==> config.mk <==
export PLATFORM = sky130hd
export DESIGN_NAME = mem_access_ctrl
export DESIGN_NICKNAME = d
export VERILOG_FILES = /design/src/rtl/mem_access_ctrl.sv
export SDC_FILE = /design/constraint.sdc
export NUM_CORES = 1
export LEC_CHECK = 0
export CAP_MARGIN = 10
export CORE_ASPECT_RATIO = 1.25
export CORE_MARGIN = 2
export CORE_UTILIZATION = 43
export CTS_BUF_LIST = sky130_fd_sc_hd__clkbuf_4 sky130_fd_sc_hd__clkbuf_8 sky130_fd_sc_hd__clkbuf_16
export CTS_CLUSTER_DIAMETER = 60
export CTS_CLUSTER_SIZE = 25
export DETAILED_ROUTE_END_ITERATION = 6
export GPL_TIMING_DRIVEN = 0
export PLACE_DENSITY = 0.82
export SLEW_MARGIN = 20
export SYNTH_ARGS = -nofsm -noshare
export SYNTH_HDL_FRONTEND = slang
export SYNTH_SLANG_ARGS = --single-unit
export TNS_END_PERCENT = 30
==> constraint.sdc <==
create_clock -name clock -period 2.3 [get_ports clock]
set_input_delay 0.46 -clock clock [delete_from_list [all_inputs] [get_ports clock]]
set_output_delay 0.46 -clock clock [all_outputs]
set_load 0.01 [all_outputs]
==> src/rtl/mem_access_ctrl.sv <==
// mem_access_ctrl: runs one load or store per instruction on a shared memory/IO
// bus with a req/ack handshake. Steers byte/halfword lanes on stores and
// sign/zero-extends loads. Holds stall to the fetch unit while an access is in flight.
//
// Optional feature: define BUS_TIMEOUT_EN to abort an access that has gone
// WAIT_LIMIT ACCESS cycles without bus_ack. The access completes with timeout=1 and
// rdata_out=0. When the macro is undefined, ACCESS waits indefinitely and timeout is 0.
//
// Ports:
//   clock, reset        rising-edge clock, asynchronous active-low reset
//   mem_read/mem_write  load/store in execute (both high = store)
//   mem_size            00 byte, 01 half, 1x word
//   mem_unsigned        zero-extend loads
//   addr_in, wdata_in   effective address and store data
//   stall               freeze PC/register write this cycle
//   rdata_out           extended load data, valid with done, held until next done
//   done, misalign      single-cycle completion / misaligned-reject pulses
//   timeout             pulses with done when the bus never acked
//   bus_*               request, write enable, word address, byte enables, write data
//   io_sel              request targets the IO region
//   bus_rdata, bus_ack  read data and single-cycle completion from the bus
module mem_access_ctrl #(
  parameter logic [31:0] IO_BASE    = 32'hFFFFFC00,
  parameter logic [31:0] IO_MASK    = 32'hFFFFFC00,
  parameter int unsigned WAIT_LIMIT = 16
) (
  input  logic        clock,
  input  logic        reset,
  input  logic        mem_read,
  input  logic        mem_write,
  input  logic [1:0]  mem_size,
  input  logic        mem_unsigned,
  input  logic [31:0] addr_in,
  input  logic [31:0] wdata_in,
  output logic        stall,
  output logic [31:0] rdata_out,
  output logic        done,
  output logic        misalign,
  output logic        timeout,
  output logic        bus_req,
  output logic        bus_we,
  output logic [31:0] bus_addr,
  output logic [3:0]  bus_be,
  output logic [31:0] bus_wdata,
  output logic        io_sel,
  input  logic [31:0] bus_rdata,
  input  logic        bus_ack
);

  typedef enum logic [1:0] {StIdle, StAccess, StResp} state_e;

  state_e      state_q;
  logic [1:0]  size_q;
  logic        unsigned_q;
  logic [1:0]  addr_lo_q;

  logic        req_now;
  logic        misaligned_now;
  logic        start;
  logic [3:0]  be_now;
  logic [31:0] wdata_now;
  logic [7:0]  lane_byte;
  logic [15:0] lane_half;
  logic [31:0] load_data;
  logic        limit_hit;

  always_comb begin
    req_now        = mem_read | mem_write;
    misaligned_now = ((mem_size == 2'b01) & addr_in[0]) |
                     (mem_size[1] & (addr_in[1:0] != 2'b00));
    start          = req_now & ~misaligned_now;
    stall          = (state_q == StAccess) | ((state_q == StIdle) & start);

    // Stores replicate the narrow datum across all lanes; byte enables pick the target.
    be_now    = 4'b1111;
    wdata_now = wdata_in;
    case (mem_size)
      2'b00: begin
        be_now    = 4'b0001 << addr_in[1:0];
        wdata_now = {4{wdata_in[7:0]}};
      end
      2'b01: begin
        be_now    = addr_in[1] ? 4'b1100 : 4'b0011;
        wdata_now = {2{wdata_in[15:0]}};
      end
      default: ;
    endcase
  end

  // Load extension uses the latched size/offset so bus_rdata can be captured on ack.
  always_comb begin
    case (addr_lo_q)
      2'b00:   lane_byte = bus_rdata[7:0];
      2'b01:   lane_byte = bus_rdata[15:8];
      2'b10:   lane_byte = bus_rdata[23:16];
      default: lane_byte = bus_rdata[31:24];
    endcase
    lane_half = addr_lo_q[1] ? bus_rdata[31:16] : bus_rdata[15:0];
    case (size_q)
      2'b00:   load_data = {{24{~unsigned_q & lane_byte[7]}}, lane_byte};
      2'b01:   load_data = {{16{~unsigned_q & lane_half[15]}}, lane_half};
      default: load_data = bus_rdata;
    endcase
  end

  always_ff @(posedge clock or negedge reset) begin
    if (!reset) begin
      state_q    <= StIdle;
      size_q     <= 2'b00;
      unsigned_q <= 1'b0;
      addr_lo_q  <= 2'b00;
      bus_req    <= 1'b0;
      bus_we     <= 1'b0;
      bus_addr   <= '0;
      bus_be     <= '0;
      bus_wdata  <= '0;
      io_sel     <= 1'b0;
      rdata_out  <= '0;
      done       <= 1'b0;
      misalign   <= 1'b0;
    end else begin
      done     <= 1'b0;
      misalign <= 1'b0;
      unique case (state_q)
        StIdle: begin
          if (start) begin
            state_q    <= StAccess;
            bus_req    <= 1'b1;
            bus_we     <= mem_write;
            bus_addr   <= {addr_in[31:2], 2'b00};
            bus_be     <= be_now;
            bus_wdata  <= wdata_now;
            io_sel     <= (addr_in & IO_MASK) == IO_BASE;
            size_q     <= mem_size;
            unsigned_q <= mem_unsigned;
            addr_lo_q  <= addr_in[1:0];
          end else if (req_now) begin
            misalign <= 1'b1;
          end
        end
        StAccess: begin
          // An ack on the limit cycle takes priority over the timeout.
          if (bus_ack) begin
            state_q   <= StResp;
            bus_req   <= 1'b0;
            done      <= 1'b1;
            rdata_out <= bus_we ? 32'h0 : load_data;
          end else if (limit_hit) begin
            state_q   <= StResp;
            bus_req   <= 1'b0;
            done      <= 1'b1;
            rdata_out <= 32'h0;
          end
        end
        StResp:  state_q <= StIdle;
        default: state_q <= StIdle;
      endcase
    end
  end

`ifdef BUS_TIMEOUT_EN
  localparam int unsigned CntW = $clog2(WAIT_LIMIT + 1);

  logic [CntW-1:0] wait_cnt_q;
  logic            timeout_q;

  // Counter holds the number of ack-less ACCESS cycles already elapsed.
  assign limit_hit = (wait_cnt_q == CntW'(WAIT_LIMIT - 1));

  always_ff @(posedge clock or negedge reset) begin
    if (!reset) begin
      wait_cnt_q <= '0;
      timeout_q  <= 1'b0;
    end else begin
      timeout_q <= (state_q == StAccess) & ~bus_ack & limit_hit;
      if (state_q != StAccess) begin
        wait_cnt_q <= '0;
      end else if (!bus_ack) begin
        wait_cnt_q <= wait_cnt_q + CntW'(1);
      end
    end
  end

  assign timeout = timeout_q;
`else
  logic unused_wait_limit;

  assign limit_hit         = 1'b0;
  assign timeout           = 1'b0;
  assign unused_wait_limit = ^WAIT_LIMIT;
`endif

endmodule

# After elaboration in Yosys (flattened, before gate mapping)
# Cells that the tools add are included.
[word_totals]
out_inout_bits = 107
reg_bits = 110
in_bits = 104
word_cells = 61
[classes]
eq_ne = 8
n_reduce_logical = 10
shift = 1
bitwise = 11
n_mux = 18
[ops]
columns = ["op", "count"]
rows = [
  ["case mux 32 bit (2 select lines)", 2],
  ["2-to-1 mux 32 bit", 1],
  ["case mux 8 bit (3 select lines)", 1],
  ["== test 22 bit (second input constant)", 1],
  ["2-to-1 mux 16 bit", 1],
  ["== test 2 x 1 -> 1 bit (second input constant)", 4],
  ["zero test 2 bit", 4],
  ["case mux 4 bit (2 select lines)", 1],
  ["2-to-1 mux 1 bit", 7],
  ["bitwise AND 1 bit", 6],
  ["AND reduction 2 bit", 3],
  ["2-to-1 mux 2 bit", 2],
  ["2-to-1 mux 4 bit", 1],
  ["inequality test 2 bit (second input constant)", 2],
  ["case mux 2 bit (2 select lines)", 1],
  ["nonzero test 2 bit", 2],
  ["left shift 1 x 2 -> 4 bit (first input constant)", 1],
  ["OR 1 bit", 3],
  ["AND reduction 3 bit", 1],
  ["== test 2 bit (second input constant)", 1],
  ["inverter 1 bit", 2],
  ["case mux 1 bit (2 select lines)", 1],
]

# Logic depth before layout (Yosys ltp)
# Gate-level depths: netlist of the first run.
[depth]
ltp_word = 7
mapped_depth = 7
depth_no_buf = 5

# Least setup slack after synthesis of the first run
# No wires, ideal clock.
[synth_timing]
path_type = "input -> output"
startpoint = "input port addr_in[0]"
endpoint = "output port stall"
arrival_ps = 1458
required_time_ps = 1840
setup_slack_ps = 382
stages = 6
n_path_buf = 3
path_cell_list = "buf_2 -> o21ai_0 -> nand4b_1 -> buf_2 -> buf_2 -> nand2_1"
[synth_via]
elab_chain_cells = 7
word_cells_on_any_way = 8
cone_classes = "bitwise (7); reduce/logical (1)"
[synth_rtl]
columns = ["element", "line_no", "text"]
rows = [
  ["start, declared", "33", "input logic [31:0] addr_in,"],
  ["nonzero test 2 bit", "70", "(mem_size[1] & (addr_in[1:0] != 2'b00));"],
  ["bitwise AND 1 bit", "70", ""],
  ["OR 1 bit *", "69", "misaligned_now = ((mem_size == 2'b01) & addr_in[0]) |"],
  ["inverter 1 bit *", "71", "start = req_now & ~misaligned_now;"],
  ["bitwise AND 1 bit *", "71", ""],
  ["bitwise AND 1 bit *", "72", "stall = (state_q == StAccess) | ((state_q == StIdle) & start);"],
  ["OR 1 bit *", "72", ""],
  ["end, declared", "35", "output logic stall,"],
]
# Mark *: on every way between the ends. The rest lies on a longest branch, timed or not.

# Final worst setup path of the first run
[layout_timing]
startpoint = "input port mem_read"
endpoint = "output port stall"
[layout_via]
elab_chain_cells = 4
[layout_rtl]
columns = ["element", "line_no", "text"]
rows = [
  ["start, declared", "29", "input logic mem_read,"],
  ["OR 1 bit", "68", "req_now = mem_read | mem_write;"],
  ["bitwise AND 1 bit", "71", ""],
  ["bitwise AND 1 bit", "72", ""],
  ["OR 1 bit", "72", ""],
]
# No other way between the ends.

==> results of run 1 <==
cell type report:
type                       count  area [sq um]  share of cell area [%]
timing repair buffer         209          2110                    27.0
sequential                   110          2750                    35.2
antenna                        1          2.50                  0.0320
multi-input combinational    378          2180                    27.8
clock inverter                 6          76.3                   0.976
buffer                        37           213                    2.72
clock buffer                  10           239                    3.06
inverter                      14          52.6                   0.672
tap                          161           201                    2.58
metal layers:
| metal | vias to the layer above | GRT usage [%] |
|---|---|---|
| met2 | 217 | 44.3 |
| met5 | - | 0 |
| met4 | 0 | 11.3 |
| met3 | 38 | 4.74 |
| met1 | 2334 | 30.2 |
| li1 | 2301 | - |
cell families (layout without fill, tap and decap cells):
kind of cell           after synthesis  after routing  synth area share (%)
AO/OA/AOI/OAI                      126            126                  17.4
buffers and inverters               52            276                  5.10
flip-flops                         110            110                  53.2
multiplexers                        35             35                  7.01
other                                1              4                0.0725
AND/OR/NAND/NOR                    214            214                  17.2
state kept, by name, summed over array words and instances, names as in the netlist:
| signal | count |
|---|---|
| misalign | 1 |
| bus_addr | 30 |
| bus_be | 4 |
| bus_req | 1 |
| state_q | 2 |
| io_sel | 1 |
| rdata_out | 32 |
| addr_lo_q | 2 |
| done | 1 |
| unsigned_q | 1 |
| size_q | 2 |
| bus_wdata | 32 |
| bus_we | 1 |
cells in the mapped netlist, types with 2 or more instances:
library cell	count	area [sq um]
a32oi_1	2	17.5
nand4_1	5	31.3
dfrtp_1	110	2750
a21oi_1	26	130
buf_2	10	50.1
a22o_1	8	70.1
o21ai_0	43	215
a2111oi_4	2	55.1
buf_6	4	45.0
nor3_1	7	35.0
nand2b_1	4	25.0
or2_2	3	18.8
a221o_1	7	70.1
o22ai_1	2	12.5
nand2_1	163	612
o21a_1	6	45.0
o211ai_1	2	15.0
a221o_2	10	113
buf_4	7	52.6
nor4_1	2	12.5
nor2_1	21	78.8
clkbuf_1	17	63.8
mux2i_1	25	250
a311oi_1	6	52.6
mux2_2	10	113
inv_1	12	45.0
o31ai_1	8	60.1
worst min path at each step:
stage	startpoint	to	slack, ns
after floorplan	reset	addr_lo_q[0]	0.16
after global placement	bus_addr[28]	bus_addr[28]	0.46
after detailed placement	bus_wdata[7]	bus_wdata[7]	0.46
after CTS	reset	bus_wdata[10]	0.09
after global routing	reset	bus_wdata[10]	0.12
final	reset	rdata_out[19]	0.07
report_power, final:
group / switching [mW] / internal, mW / total [mW]
Clock: 0.751 / 0.895 / 1.65
Sequential: 0.459 / 2.66 / 3.12
Combinational: 1.78 / 2.03 / 3.81
repair_timing:
action	in CTS	in global routing
resized for setup	8	2
setup endpoints to repair	1	1
pin swaps	1	0
setup buffers	2	0
worst max-delay path, stage by stage:
cell and delay [ns]:
clkdlybuf4s50_1 0.53, nor2_4 0.07, nand4b_1 0.22, buf_6 0.16, nand2_1 0.05, dlygate4sd2_1 0.28
through the flow:
| stage | hold slack, ns | std cells | area (sq um) |
|---|---|---|---|
| 2_1_floorplan | 0.164 | 540 | 5180 |
| 3_3_place_gp | 0.458 | 907 | 7440 |
| 3_5_place_dp | 0.462 | 908 | 7470 |
| 4_1_cts | 0.0865 | 925 | 7810 |
| 5_1_grt | 0.115 | 926 | 7820 |
| 6_report | 0.0710 | 926 | 7820 |
==> results.md, run 1 <==
* PwrDens at 1100 mW/mm^2
* P&R area growth vs syn at 51.2%
* Clk_lat worst skew at 0.35 ns
* Cell Area, Synth at 0.00517 sq mm
* Clock skew at 0.00686 ns
* Fraction of layout cells with a size suffix above 1 at 9.29%
* FMAX at 448 MHz
* GRT Overall Usage at 25.5%
* Die X at 102 um
* Initial antenna violation count at 1
* Die Height at 127 um
* Hold WC Path Type: in -> async
* Die area at 0.0129 sq mm
* Main synth FF type: dfrtp_1
* ANT nets after route at 0
* RePlAce Congestion at 0.929
* Final Hold Viols at 0
* # DRC at 0
* Pins Over Slew Limit at 0
* Via density at 5.28
* H-tree Lvls at 3
* Type of origin of the critical path: input port
* Final #Nets at 863
* Fillers at 944
* Max Used Layer: met4
* Outcome: completed
* Critical path class: in -> out
* Setup crit end kind: primary output
* Total of max-cap violations at 0
* Grt ovf at 0
* Worst IR Drop VDD at 0.000498 V
* Longest Clk Path Bufs at 2
* Worst Max-Slew Pin Slew at 0.636 ns
* CTS tree: done
* Worst-path fanout max at 4
* WL per Instance at 17.7 um
* R2r startpoint: state_q[1]
* Largest net degree at the start of global routing at 59
* I/O Pins at 211
* Setup TNS at 0 ns
* Synth unique cells at 43
* WL met2 at 8270 um
* Crit share post-route at 97.1%
* CP Launch Point: mem_read
* DP HPWL at 12,600 um
* Lkg Pwr at 3.56 nW
* Routed wire length at 16,400 um
* Initial core utilization at 44.3%
* Highest-count cells in the layout ignoring fill and taps: clkdlybuf4s50_1, nand2_1, dfrtp_1, o21ai_0, a21oi_1
* Synth async-reset ratio at 100%
* Met1 wire length at 6480 um
* CTS Hold Buffers Added at 0
* Worst slack, placed at -0.899 ns
* Worst setup margin at 0.0666 ns
* Final setup violation count at 0
* Mean Syn Cell Area at 9.62 sq um
* Relative slew slack at 57.2%
* Core Box Area at 0.0117 sq mm
* 1st-pass router iterations at 5
* R2R setup slack at 0.31 ns
* Critical path endpoint: stall
* Num CTS Buffers at 9
* FF-to-FF path depth at 7
* R2R Path End: rdata_out[28]
* DRT iter0 DRCs at 205
* Buffers on Ports at 206
* Clock sinks at 110
* Crit path DAT at 1.77 ns
* Mapped Cells at 538
* Total vias in the final route at 4,890
* First-pass GRT wire length at 25,600 um
* Vias in the first global route at 5,007
* Total chip power at 8.57 mW
* EDFF count, synth at 0
* Post-synthesis sequential area ratio at 53.2%
* Row count at 44
* Met3 WL at 1110 um
* RSZ-0062 raised after global routing: no
* Commonest non-fill, non-tap cell in the layout: clkdlybuf4s50_1
* Final core occ at 67.0%
* Fin crit period at 2.23 ns
* Yosys warnings at 0
* Root Driver: clkbuf_16
* Worst path required time at 1.84 ns
* Clock transition at the registers of the reported paths at 0.07 ns
* Register bit total from synthesis at 110
No activity file was read; power rests on OpenSTA's default activity.
==> inputs of run 2 (changes only) <==
--- a/config.mk
+++ b/config.mk
@@ -7,7 +7,6 @@
 export LEC_CHECK = 0
 export CAP_MARGIN = 10
 export CORE_ASPECT_RATIO = 1.25
-export CORE_MARGIN = 2
 export CORE_UTILIZATION = 43
 export CTS_BUF_LIST = sky130_fd_sc_hd__clkbuf_4 sky130_fd_sc_hd__clkbuf_8 sky130_fd_sc_hd__clkbuf_16
 export CTS_CLUSTER_DIAMETER = 60
==> constraint.sdc (replaced) <==
create_clock -name clock -period 2.3 [get_ports clock]
set_input_delay 0.23 -clock clock [delete_from_list [all_inputs] [get_ports clock]]
set_output_delay 0.23 -clock clock [all_outputs]
set_load 0.01 [all_outputs]
==> run 2 against run 1 <==
- utilization down 0.086 points
- via count down 0.37%
- first-iteration DRC count up 19%
- die area down 3.5%
- total power down 0.55%
- flip-flop and latch count unchanged
- non-clock buffer count up 1
- count of clock-buffer cells in the layout unchanged
- critical path depth unchanged
==> results.md, run 2 (same netlist as run 1, synthesis figures left out) <==
* Highest-count cells in the layout ignoring fill and taps: clkdlybuf4s50_1, nand2_1, dfrtp_1, o21ai_0, a21oi_1
* Clk_lat worst skew at 0.34 ns
* Initial core utilization at 44.3%
* DRT iter0 DRCs at 243
* Outcome: completed
* FF-to-FF path depth at 8
* Core Box Area at 0.0117 sq mm
* Largest stage delay, worst path at 0.54 ns
* First-pass GRT wire length at 25,700 um
* Buffers on Ports at 206
* Worst Max-Slew Pin Slew at 0.668 ns
* Vias in the first global route at 5,009
* Clock skew at 0.00477 ns
* Largest regs: bus_wdata (32), rdata_out (32), bus_addr (30)
* CP dominant cell by count: clkdlybuf4s50_1
* # DRC at 0
* Lkg Pwr at 3.54 nW
* Area occupied by multi-input gates at 0.00217 sq mm
* Clock sinks at 110
* 1st-pass router iterations at 4
* Final setup violation count at 0
* RePlAce Congestion at 0.922
* GRT Overall Usage at 26.6%
* Total vias in the final route at 4,872
* Die area at 0.0125 sq mm
* Met2 Usage GRT at 46.5%
* Fillers at 945
* Longest Clk Path Bufs at 2
* M3 GR Usage at 5.78%
* Dpl cell area at 0.00747 sq mm
* Relative slew slack at 55.5%
* Busiest layer in global routing: met2
* Commonest non-fill, non-tap cell in the layout: clkdlybuf4s50_1
* Via density at 5.26
* Clock transition at the registers of the reported paths at 0.07 ns
* Cell breakdown of the critical path: clkdlybuf4s50_1 > o21ai_1 > nand4b_1 > buf_4 > nand2_1 > clkdlybuf4s50_1
* Total of max-cap violations at 0
* Type of origin of the critical path: input port
* Worst IR Drop VDD at 0.000536 V
* FMAX at 446 MHz
* Critical path endpoint: stall
* CTS tree: done
* ANT cells at 0
* Fraction of layout cells with a size suffix above 1 at 9.15%
* WL per Instance at 17.3 um
* Fin crit period at 2.24 ns
* Post-route cell area at 0.00781 sq mm
* Pins Over Slew Limit at 0
* R2R setup slack at 0.30 ns
* Worst path required time at 2.07 ns
* R2R Path End: rdata_out[26]
* Sequential Area at 0.00275 sq mm
* Setup crit end kind: primary output
* P&R area growth vs syn at 51.0%
* Die Height at 125 um
* ANT nets after route at 0
* Initial antenna violation count at 0
* Final Hold Viols at 0
* CP Launch Point: addr_in[1]
* Hold WC Path Type: in -> reg
* Routed wire length at 16,100 um
* Crit path DAT at 2.01 ns
* DP HPWL at 12,400 um
* PwrDens at 1090 mW/mm^2
* Num CTS Buffers at 9
* RSZ-0062 raised after global routing: no
* Setup TNS at 0 ns
* Grt ovf at 0
* Row count at 44
* Crit share post-route at 97.4%
* Largest net degree at the start of global routing at 59
* Worst-path fanout max at 19
* Die X at 100 um
* CP max stage cell: clkdlybuf4s50_1
* Root Driver: clkbuf_16
* R2r startpoint: state_q[0]
* Final #Nets at 864
* H-tree Lvls at 3
* Critical path class: in -> out
* Routing usage on met1 at 31.6%
* I/O Pins at 211
-- run 2: cell count changes in the layout (fill, tap and decap cells not counted), sizes merged --
cell / before / now
clkdlybuf4s50: 201 / 205
dlygate4sd2: 2 / 0
dlymetal6s2s: 2 / 0
clkinvlp: 0 / 1
diode: 1 / 0
dlygate4sd3: 0 / 1
inv: 16 / 15
-- run 2: layer usage --
layer / up-vias / part of all wire [%] / routed length (um)
li1: 2298 / - / -
met1: 2360 / 40 / 6400
met2: 196 / 51 / 8240
met3: 18 / 6.9 / 1110
met4: 0 / 1.9 / 301
met5: - / 0 / 0
-- run 2: how the worst min path moves through the flow --
stage | from | endpoint | cells after the start
after floorplan | reset | addr_lo_q[0] | 0
after global placement | bus_addr[21] | bus_addr[21] | 2
after detailed placement | reset | rdata_out[30] | 1
after CTS | addr_in[0] | addr_lo_q[0] | 3
after global routing | addr_in[0] | addr_lo_q[0] | 3
final | addr_in[0] | addr_lo_q[0] | 3
-- run 2: worst max-delay path, delay by kind of cell --
family | cells | cell delay, ns
buffers and inverters | 3 | 1.28
AOI/OAI and AO/OA | 1 | 0.22
and+or+nand+nor | 2 | 0.27
-- run 2: power breakdown --
part           switching, mW  total, mW  internal (mW)
combinational           1.77       3.80           2.04
clock                  0.729       1.61          0.883
sequential             0.448       3.11           2.66
total                   2.94       8.53           5.58
-- run 2: area by class of cell --
cell class                      instances  area share, %
Tap cell                              161           2.58
Multi-Input combinational cell        378           27.8
Clock buffer                           10           3.06
Clock inverter                          6          0.881
Buffer                                 37           2.67
Inverter                               14          0.673
Sequential cell                       110           35.2
Timing Repair Buffer                  210           27.1
-- run 2: what timing repair did --
item                       CTS  global route
setup endpoints to repair    1             0
hold buffers                 1             0
gates resized for setup      4             0
setup buffers                2             0
hold endpoints to repair    52             0
-- run 2: stage by stage --
| step | worst slack (ns) | hold slack, ns | cells | power, mW | util [%] |
|---|---|---|---|---|---|
| 2_1_floorplan | 0.612 | -0.0656 | 540 | 4.79 | - |
| 3_3_place_gp | -3.09 | 0.459 | 907 | 6.81 | 63.8 |
| 3_5_place_dp | -0.383 | 0.216 | 908 | 6.93 | 64.0 |
| 4_1_cts | 0.0769 | 0.162 | 926 | 8.58 | 66.9 |
| 5_1_grt | 0.0114 | 0.196 | 926 | 9.01 | 66.9 |
| 6_report | 0.0588 | 0.178 | 926 | 8.53 | 66.9 |
==> inputs of run 3 (changes only) <==
--- a/config.mk
+++ b/config.mk
@@ -6,8 +6,10 @@
 export NUM_CORES = 1
 export LEC_CHECK = 0
 export CAP_MARGIN = 10
+export CELL_PAD_IN_SITES_DETAIL_PLACEMENT = 1
+export CELL_PAD_IN_SITES_GLOBAL_PLACEMENT = 2
 export CORE_ASPECT_RATIO = 1.25
-export CORE_UTILIZATION = 43
+export CORE_UTILIZATION = 25
 export CTS_BUF_LIST = sky130_fd_sc_hd__clkbuf_4 sky130_fd_sc_hd__clkbuf_8 sky130_fd_sc_hd__clkbuf_16
 export CTS_CLUSTER_DIAMETER = 60
 export CTS_CLUSTER_SIZE = 25
==> run 3 against run 2 <==
- critical path depth increased by 1
- register-to-register slack got worse by 0.03 ns
- maximum frequency increased by 7.8%
- utilization decreased by 28 points
- count of clock-buffer cells in the layout unchanged
- clock skew increased by 0.0023 ns
- final cell count increased by 12%
- sequential share of layout area decreased by 0.57 points
- largest cell class unchanged
- largest power group unchanged
- highest routed layer is now met5
==> results.md, run 3 (same netlist as run 1, synthesis figures left out) <==
* P&R area growth vs syn at 53.5%
* Critical path class: in -> out
* Final #Nets at 865
* Clock share of power at 18.4%
* Commonest non-fill, non-tap cell in the layout: clkdlybuf4s50_1
* Routed wire length at 19,700 um
* Die area at 0.0213 sq mm
* I/O Pins at 211
* FMAX at 481 MHz
* R2r startpoint: state_q[1]
* ANT nets after route at 0
* Worst-path fanout max at 10
* Lkg Pwr at 3.53 nW
* First-pass GRT wire length at 30,100 um
* RSZ-0062 raised after global routing: no
* Die Height at 163 um
* CP delay by family, top: buffers and inverters
* Core Box Area at 0.0202 sq mm
* Cell breakdown of the critical path: clkdlybuf4s50_1 > o21ai_1 > nand4b_1 > buf_6 > buf_2 > nand2_1 > dlygate4sd2_1
* PwrDens at 1090 mW/mm^2
* Clock sinks at 110
* Crit path buffers/inverters at 4
* Root Driver: clkbuf_16
* Worst path required time at 2.07 ns
* HP Start: addr_in[0]
* Num CTS Buffers at 9
* Relative slew slack at 55.7%
* Highest-count cells in the layout ignoring fill and taps: clkdlybuf4s50_1, nand2_1, dfrtp_1, o21ai_0, a21oi_1
* DRT iter0 DRCs at 237
* Largest stage delay, worst path at 0.51 ns
* Final core occ at 39.4%
* Sequential group share of total power at 36.4%
* Crit share post-route at 90.4%
* CP max stage cell: clkdlybuf4s50_1
* Initial antenna violation count at 1
* Clk_lat worst skew at 0.36 ns
* # DRC at 0
* Worst setup margin at 0.221 ns
* Internal power at 5.48 mW
* Worst Max-Slew Pin Slew at 0.665 ns
* Type of origin of the critical path: input port
* Switching part of the total at 36.4%
* Pins Over Slew Limit at 0
* Grt ovf at 0
* Largest net degree at the start of global routing at 62
* Clock transition at the registers of the reported paths at 0.08 ns
* Setup crit end kind: primary output
* GRT Overall Usage at 18.8%
* CTS tree: done
* RePlAce Congestion at 0.804
* Comb power frac at 45.2%
* Die X at 131 um
* Fin crit period at 2.08 ns
* Initial core utilization at 25.6%
* Total of max-cap violations at 0
* Clock skew at 0.00709 ns
* Largest regs: bus_wdata (32), rdata_out (32), bus_addr (30)
* Hold WC Path Type: in -> reg
* H-tree Lvls at 3
* ANT cells at 0
* Vias in the first global route at 5,348
* CP Launch Point: addr_in[1]
* Fillers at 2,348
* Crit path DAT at 1.85 ns
* WL per Instance at 19.0 um
* DP HPWL at 15,300 um
* Outcome: completed
* Final setup violation count at 0
* Worst slack, placed at -0.473 ns
* Row count at 58
* Buffers on Ports at 206
* DP Cell Count at 1,017
* 1st-pass router iterations at 4
* Via density at 4.76
* Worst IR Drop VDD at 0.000384 V
* Fraction of layout cells with a size suffix above 1 at 9.40%
* P_sw at 3.14 mW
* R2R setup slack at 0.27 ns
* Final Hold Viols at 0
* Total vias in the final route at 4,932
* Layout Cells excl Fill at 1,036
* Longest Clk Path Bufs at 2
[run 3: final timing paths]
path | to | cells past startpoint
max in group asynchronous | bus_addr[20] | 3
min in group asynchronous | rdata_out[16] | 2
min | addr_lo_q[0] | 3
max | stall | 7
max reg2reg | rdata_out[29] | 7
min reg2reg | bus_addr[2] | 2
[run 3: final cells by class]
class	count	area (sq um)	area share, %
buffer	38	218	2.74
clock buffer	10	239	3.01
clock inverter	6	52.6	0.662
inverter	14	52.6	0.662
multi-input combinational	378	2170	27.4
sequential	110	2750	34.7
tap	270	338	4.25
timing repair buffer	210	2110	26.6
[run 3: worst min-delay path, cell delays in order]
cell and delay (ns):
buf_2 0.15, nand2_1 0.07, nand2_1 0.04
[run 3: power by group through the flow]
stage / clock network, mW / logic [mW] / registers, mW
2_1_floorplan: 0 / 1.38 / 3.42
3_3_place_gp: 0 / 3.80 / 3.13
3_5_place_dp: 0 / 3.92 / 3.17
4_1_cts: 1.65 / 3.96 / 3.15
5_1_grt: 1.71 / 4.23 / 3.23
6_report: 1.59 / 3.90 / 3.14
[run 3: metal layers]
layer  share of wire, %  track usage [%]
met1                 41             22.1
met2                 50             32.7
met4                2.0             5.96
met3                6.7             5.09
met5              0.041                0
[run 3: stage by stage]
| step | power, mW | setup TNS (ns) | hold slack [ns] | cell area, sq um |
|---|---|---|---|---|
| finish | 8.62 | 0 | 0.169 | 7940 |
| global route | 9.17 | 0 | 0.198 | 7940 |
| CTS | 8.75 | 0 | 0.155 | 7940 |
| detailed placement | 7.09 | -1.93 | 0.204 | 7610 |
| global placement | 6.94 | -371.38 | 0.459 | 7580 |
| floorplan | 4.79 | 0 | -0.0656 | 5180 |
[run 3: timing repair]
item / in CTS / in global routing
setup endpoints to repair: 1 / 0
hold buffers: 1 / 0
endpoints found under the hold margin: 49 / 0
resized for setup: 8 / 0
buffers inserted: 2 / 0
